$ cat config.mk
export PLATFORM = sky130hd
export DESIGN_NAME = pwm_duty_sequencer
export DESIGN_NICKNAME = d
export VERILOG_FILES = /design/src/rtl/pwm_duty_sequencer.sv
export SDC_FILE = /design/constraint.sdc
export NUM_CORES = 1
export LEC_CHECK = 0
export ABC_AREA = 1
export CAP_MARGIN = 20
export CORE_MARGIN = 2
export CORE_UTILIZATION = 34
export DETAILED_ROUTE_END_ITERATION = 8
export PLACE_DENSITY = 0.55
export SLEW_MARGIN = 10
export SYNTH_ARGS = -nofsm -noshare
export SYNTH_HDL_FRONTEND = slang
export SYNTH_SLANG_ARGS = --single-unit
$ cat constraint.sdc
create_clock -name clk -period 2.6 [get_ports clk]
set_input_delay 0.39 -clock clk [delete_from_list [all_inputs] [get_ports clk]]
set_output_delay 0.39 -clock clk [all_outputs]
set_load 0.01 [all_outputs]
$ cat src/rtl/pwm_duty_sequencer.sv
// ----------------------------------------------------------------------------
// pwm_duty_sequencer
//
// Duty-cycle controller for the PWM channel bank. Drives the duty register
// write port (we / ch_sel / duty_in) in one of three modes:
//   MANUAL - direct writes from the man_* port
//   STEP   - each step-button press bumps the next channel by STEP
//   SWEEP  - a timed triangle ramp written round-robin to all channels
// The two buttons are synchronised and debounced here. A shadow copy of the
// last value written to each channel supports read-modify-write stepping.
//
// Ports:
//   clk       in   clock
//   rst       in   asynchronous reset, active high
//   btn_mode  in   raw mode button (asynchronous, bouncy)
//   btn_step  in   raw step button (asynchronous, bouncy)
//   man_ch    in   manual write channel
//   man_val   in   manual write value
//   man_wr    in   single-cycle manual write strobe
//   we        out  duty register write enable, one-cycle pulse
//   ch_sel    out  channel of the write (holds when we=0)
//   duty_in   out  duty value of the write (holds when we=0)
//   mode      out  current mode: 0=MANUAL, 1=STEP, 2=SWEEP
// ----------------------------------------------------------------------------

// ----------------------------------------------------------------------------
// pwm_btn_debounce
//
// Two-flop synchroniser followed by a stability counter. The debounced level
// only changes after DEB_CYCLES consecutive synced samples disagree with it;
// a rising debounced edge produces a registered one-cycle press pulse.
//
// Ports:
//   clk    in   clock
//   rst    in   asynchronous reset, active high
//   raw    in   raw button level
//   press  out  one-cycle pulse on an accepted 0->1 transition
// ----------------------------------------------------------------------------
module pwm_btn_debounce #(
    parameter int DEB_CYCLES = 4
) (
    input  logic clk,
    input  logic rst,
    input  logic raw,
    output logic press
);

    localparam int              CNT_W    = $clog2(DEB_CYCLES + 1);
    localparam logic [CNT_W-1:0] CNT_LAST = CNT_W'(DEB_CYCLES - 1);

    logic             sync_a;
    logic             sync_b;
    logic             level;
    logic [CNT_W-1:0] cnt;

    always_ff @(posedge clk or posedge rst) begin
        if (rst) begin
            sync_a <= 1'b0;
            sync_b <= 1'b0;
            level  <= 1'b0;
            cnt    <= '0;
            press  <= 1'b0;
        end else begin
            sync_a <= raw;
            sync_b <= sync_a;
            press  <= 1'b0;
            if (sync_b != level) begin
                // This sample is the DEB_CYCLES-th disagreeing one in a row.
                if (cnt == CNT_LAST) begin
                    level <= sync_b;
                    cnt   <= '0;
                    press <= sync_b;
                end else begin
                    cnt <= cnt + CNT_W'(1);
                end
            end else begin
                cnt <= '0;
            end
        end
    end

endmodule

// ----------------------------------------------------------------------------
// Mode FSM
//
//   state        | meaning
//   -------------+---------------------------------------------------------
//   MODE_MANUAL  | man_wr writes man_val to man_ch (if in range)
//   MODE_STEP    | step press writes shadow[next ch] + STEP (wrapping)
//   MODE_SWEEP   | every SWEEP_DIV cycles write the ramp to the next channel
//
// A mode press advances MANUAL -> STEP -> SWEEP -> MANUAL; whatever action
// is due in that cycle is still taken under the old mode.
// ----------------------------------------------------------------------------
module pwm_duty_sequencer #(
    parameter int NUM_CH     = 4,
    parameter int DUTY_W     = 8,
    parameter int STEP       = 32,
    parameter int DEB_CYCLES = 4,
    parameter int SWEEP_DIV  = 16,
    parameter int CH_W       = (NUM_CH > 1) ? $clog2(NUM_CH) : 1
) (
    input  logic              clk,
    input  logic              rst,
    input  logic              btn_mode,
    input  logic              btn_step,
    input  logic [CH_W-1:0]   man_ch,
    input  logic [DUTY_W-1:0] man_val,
    input  logic              man_wr,
    output logic              we,
    output logic [CH_W-1:0]   ch_sel,
    output logic [DUTY_W-1:0] duty_in,
    output logic [1:0]        mode
);

    typedef enum logic [1:0] {
        MODE_MANUAL = 2'd0,
        MODE_STEP   = 2'd1,
        MODE_SWEEP  = 2'd2
    } mode_t;

    localparam int                CHX_W     = CH_W + 1;
    localparam int                DUTYX_W   = DUTY_W + 1;
    localparam int                TICK_W    = (SWEEP_DIV > 1) ? $clog2(SWEEP_DIV) : 1;
    localparam logic [CH_W-1:0]   LAST_CH   = CH_W'(NUM_CH - 1);
    localparam logic [CHX_W-1:0]  NUM_CH_X  = CHX_W'(NUM_CH);
    localparam logic [DUTY_W-1:0] STEP_D    = DUTY_W'(STEP);
    localparam logic [DUTYX_W-1:0] STEP_X   = DUTYX_W'(STEP);
    localparam logic [DUTYX_W-1:0] DUTY_MAX_X = {1'b0, {DUTY_W{1'b1}}};
    // The sweep timer is a down-counter: loading SWEEP_DIV-1 corresponds to
    // "no cycles elapsed", and the write fires when it reaches zero.
    localparam logic [TICK_W-1:0] TICK_LOAD = TICK_W'(SWEEP_DIV - 1);

    mode_t               state;
    mode_t               state_next;

    logic                mode_press;
    logic                step_press;

    logic [DUTY_W-1:0]   shadow [NUM_CH];

    logic [CH_W-1:0]     ptr;
    logic [DUTY_W-1:0]   ramp;
    logic                dir_down;
    logic [TICK_W-1:0]   tick;

    logic                we_next;
    logic [CH_W-1:0]     ch_next;
    logic [DUTY_W-1:0]   duty_next;
    logic [CH_W-1:0]     ptr_next;
    logic [DUTY_W-1:0]   ramp_next;
    logic                dir_next;
    logic [TICK_W-1:0]   tick_next;

    logic [CH_W-1:0]     step_ch;
    logic [CH_W-1:0]     ptr_inc;
    logic [DUTYX_W-1:0]  ramp_up;

    pwm_btn_debounce #(.DEB_CYCLES(DEB_CYCLES)) u_deb_mode (
        .clk   (clk),
        .rst   (rst),
        .raw   (btn_mode),
        .press (mode_press)
    );

    pwm_btn_debounce #(.DEB_CYCLES(DEB_CYCLES)) u_deb_step (
        .clk   (clk),
        .rst   (rst),
        .raw   (btn_step),
        .press (step_press)
    );

    assign mode = state;

    // Step target follows the last written channel, whoever wrote it.
    assign step_ch = (ch_sel == LAST_CH) ? '0 : ch_sel + CH_W'(1);
    assign ptr_inc = (ptr == LAST_CH) ? '0 : ptr + CH_W'(1);
    // One extra bit so an up-step past full scale is detected, not wrapped.
    assign ramp_up = {1'b0, ramp} + STEP_X;

    always_ff @(posedge clk or posedge rst) begin
        if (rst) begin
            state <= MODE_STEP;
        end else begin
            state <= state_next;
        end
    end

    always_comb begin
        state_next = state;
        we_next    = 1'b0;
        ch_next    = ch_sel;
        duty_next  = duty_in;
        ptr_next   = ptr;
        ramp_next  = ramp;
        dir_next   = dir_down;
        tick_next  = tick;

        case (state)
            MODE_MANUAL: begin
                if (man_wr && ({1'b0, man_ch} < NUM_CH_X)) begin
                    we_next   = 1'b1;
                    ch_next   = man_ch;
                    duty_next = man_val;
                end
            end
            MODE_STEP: begin
                if (step_press) begin
                    we_next   = 1'b1;
                    ch_next   = step_ch;
                    duty_next = shadow[step_ch] + STEP_D;
                end
            end
            MODE_SWEEP: begin
                if (tick == '0) begin
                    tick_next = TICK_LOAD;
                    we_next   = 1'b1;
                    ch_next   = ptr;
                    duty_next = ramp;
                    ptr_next  = ptr_inc;
                    // The ramp moves once per full pass over the channels.
                    if (ptr == LAST_CH) begin
                        if (!dir_down) begin
                            if (ramp_up > DUTY_MAX_X) begin
                                ramp_next = '1;
                                dir_next  = 1'b1;
                            end else begin
                                ramp_next = ramp_up[DUTY_W-1:0];
                            end
                        end else begin
                            if ({1'b0, ramp} >= STEP_X) begin
                                ramp_next = ramp - STEP_D;
                            end else begin
                                ramp_next = '0;
                                dir_next  = 1'b0;
                            end
                        end
                    end
                end else begin
                    tick_next = tick - TICK_W'(1);
                end
            end
            default: begin
                state_next = MODE_STEP;
            end
        endcase

        if (mode_press) begin
            case (state)
                MODE_MANUAL: state_next = MODE_STEP;
                MODE_STEP: begin
                    state_next = MODE_SWEEP;
                    tick_next  = TICK_LOAD;
                    ptr_next   = '0;
                    ramp_next  = '0;
                    dir_next   = 1'b0;
                end
                MODE_SWEEP:  state_next = MODE_MANUAL;
                default:     state_next = MODE_STEP;
            endcase
        end
    end

    always_ff @(posedge clk or posedge rst) begin
        if (rst) begin
            we       <= 1'b0;
            ch_sel   <= '0;
            duty_in  <= '0;
            ptr      <= '0;
            ramp     <= '0;
            dir_down <= 1'b0;
            tick     <= TICK_LOAD;
        end else begin
            we       <= we_next;
            ch_sel   <= ch_next;
            duty_in  <= duty_next;
            ptr      <= ptr_next;
            ramp     <= ramp_next;
            dir_down <= dir_next;
            tick     <= tick_next;
        end
    end

    // Every write, from any mode, refreshes the shadow of its channel.
    always_ff @(posedge clk or posedge rst) begin
        if (rst) begin
            for (int i = 0; i < NUM_CH; i++) begin
                shadow[i] <= '0;
            end
        end else if (we_next) begin
            shadow[ch_next] <= duty_next;
        end
    end

endmodule

==> flow_metrics.tcl <==
set metrics [dict create \
    status "finished, final reports clean" \
    crit_chain "ha_1, inv_2, buf_4, o21ai_0, nand2_1, nand3_4, inv_4, nor2_4, inv_1, nand2_1, nand2_1" \
    fillers 1168 \
    power.net_switching_mw 1.91 \
    cp_max_fo 13 \
    synth_cell_types 35 \
    drive_above_1_share_pct 10.6 \
    synth_edf_count 0 \
    endpoint_kind "flip-flop" \
    avgRoutedWirePerCell_um 14.1 \
    synth_nets 524 \
    clockBufferDepth 2 \
    post-route-min-period_ps 2280 \
    die_h_um 112 \
    place_area_um2 4400 \
    postCtsHoldBufs 0 \
    design_area_um2 4720 \
    ant_nets 0 \
    power_frac_clock_pct 26.0 \
    firstDrtPassIters 4 \
    num_rows 39 \
    first_global_vias 3291 \
    grt_pass1_wl_um 16300 \
    fin_nets 564 \
    setup_violations 0 \
    cts-buffers-inserted 9 \
    leakage_nw 2.37 \
    dpl.hpwl_um 7170 \
    worst_path_max_delay_cell "ha_1" \
    rrSetupSlack_ps 320 \
    worst_setup_path_start_kind "flip-flop" \
    rsz0062_at_grt "false" \
    yosys_most_used_dff "dfrtp_1" \
    combPwrFrac_pct 38.5 \
    dp_slack_ps 174 \
    die_area_um2 12400 \
    via_count 3251 \
    cts_root_buf "clkbuf_16" \
    grt_overflow 0 \
    cp.required_ps 2820 \
    final_cells 682 \
    diodes 0 \
    synthCells 495 \
    htreeDepth 3 \
    syn_area_per_cell_um2 7.94 \
    synth.largest_area_cell "dfrtp_1" \
    finalSetupTns_ps 0 \
    worst_slack_ps 319 \
    clkSlewWorstSetupHoldPaths_ps 60 \
    ys_seq_area_share_pct 47.2 \
    slew_headroom_pct 60.1 \
    maxCapViolCount 0 \
    async_reset_ff_share_pct 100 \
    drc 0 \
    worstMarginPinSlew_ps 598 \
    arrival_ps 2500 \
    placed_cells 665 \
    cts_tree "done" \
    hold_path_class "reg2reg" \
    fin_crit_sh_pct 87.7 \
    min_to "u_deb_mode.sync_b" \
    wirelength_um 9630 \
    final_common_cell "nand2_1" \
    clock.fmax_ghz 0.438 \
    ios 28 \
    synth.area.top_cells "dfrtp_1 (44%), nand2_1 (16%), inv_1 (6.4%), nand3_1 (4.8%), ha_1 (4.5%)" \
    finalClockSkew_ps 6.83 \
    grtUsageTotal_pct 16.5 \
    antenna_found_initial 0 \
    synth-seq-cells 74 \
    syn_area_um2 3930 \
    clock_sinks 74 \
    clk_latency_ps 340 \
    numPortBuffers 27 \
    grt_start_max_net_pins 41 \
    hold_viol_final 0 \
    initial_utilization_pct 34.6 \
    seqPwrFrac_pct 35.5 \
    design.core.area_um2 11400 \
    drv_slew 0 \
    p_int_mw 3.13 \
    die_w_um 112 \
    viasPerCell 4.77 \
    vdd_drop_max_mv 0.373 \
    cpPeakStageDelay_ps 480 \
    synth_warnings 0 \
    min-delay-start "u_deb_mode.sync_a" \
    yosysTopAreaCellShare_pct 43.9 \
    whs_path_depth 0 \
    criticalPathCategory "reg2reg" \
    drtIter0Drc 194 \
    power_density_nw_per_um2 1070 \
    gp_congestion 0.856 \
    r2r_cells 11 \
    final_cell_mix "nand2_1 (165), dfrtp_1 (69), inv_1 (66), nand3_1 (38), o21ai_0 (30)" \
    r2r_start "ch_sel[0]" \
    area_growth_pct 20.1 \
    netSwitchingFraction_pct 37.9 \
    crit_top_cell "nand2_1" \
    rr_endpoint "shadow[7]" \
]
## stage by stage
step	total power, mW	hold slack (ps)	utilization, %
floorplan	3.11	331	-
global placement	3.72	335	38.7
detailed placement	3.75	340	38.7
CTS	5.07	353	41.4
global route	5.44	370	41.5
finish	5.04	354	41.5
## cells in the mapped netlist, drive strengths merged (2+ instances only)
cell type,instances
nor2,34
dfrtp,69
nand4,3
ha,14
o211ai,5
nand3,43
xnor2,3
inv,73
o22ai,2
o21a,3
a21oi,6
nor3,9
nand2,170
a31oi,2
dfstp,5
buf,11
o21ai,37
## what timing repair did
action / 4_1_cts / 5_1_grt
buffers inserted: 0 / 2
endpoints found under the hold margin: 0 / 0
gates resized for setup: 0 / 1
endpoints found under the setup margin: 0 / 16
## cells by family after synthesis
logic type / count (synthesis) / synth area share (%)
XOR/XNOR: 4 / 0.891
AND/OR/NAND/NOR: 259 / 29.6
flip-flops: 74 / 47.2
AO/OA/AOI/OAI: 60 / 8.69
buffers and inverters: 84 / 9.10
adder cells (fa/ha/maj): 14 / 4.45
## power by group through the flow
stage | Combinational [mW] | Sequential, mW | Clock, mW
2_1_floorplan | 1.33 | 1.79 | 0
3_3_place_gp | 1.92 | 1.80 | 0
3_5_place_dp | 1.94 | 1.80 | 0
4_1_cts | 1.96 | 1.79 | 1.33
5_1_grt | 2.21 | 1.84 | 1.39
6_report | 1.94 | 1.79 | 1.31
## cell type report
cell class | count | area [um2] | share of cell area, %
well taps | 143 | 179 | 3.79
multi-input cells | 337 | 1720 | 36.4
inverters | 73 | 277 | 5.86
repair buffers | 40 | 380 | 8.06
flip-flops and latches | 74 | 1860 | 39.3
clock inverters | 5 | 80.1 | 1.70
clock buffers | 10 | 229 | 4.85
## worst max path at each step
stage / startpoint / end
3_5_place_dp: mode[0] / shadow[13]
4_1_cts: mode[0] / shadow[13]
2_1_floorplan: rst / ch_sel[0]
6_report: ch_sel[0] / shadow[7]
3_3_place_gp: mode[0] / shadow[13]
5_1_grt: ch_sel[0] / shadow[7]
## layer usage
metal  vias up  part of all wire [%]  track usage, %
met3        10                   3.9            3.27
met1      1545                    48            21.9
met5         -                     0               0
li1       1641                     -               -
met2        55                    47            27.3
met4         0                   1.4            5.43
## worst max-delay path, delay by kind of cell, from the launching register on
kind / cells / cell delay (ps)
simple gates: 5 / 690
fa+ha+maj: 1 / 480
buf+inv: 4 / 460
flops: 1 / 380
compound gates: 1 / 160
## state kept, by name (all words and copies together) (netlist names)
name	count
ch_sel	2
dir_down	1
duty_in	8
mode	2
ptr	2
ramp	8
shadow	32
tick	4
u_deb_mode.cnt	3
u_deb_mode.level	1
u_deb_mode.press	1
u_deb_mode.sync_a	1
u_deb_mode.sync_b	1
u_deb_step.cnt	3
u_deb_step.level	1
u_deb_step.press	1
u_deb_step.sync_a	1
u_deb_step.sync_b	1
we	1
(Power assumes the default switching activity.)
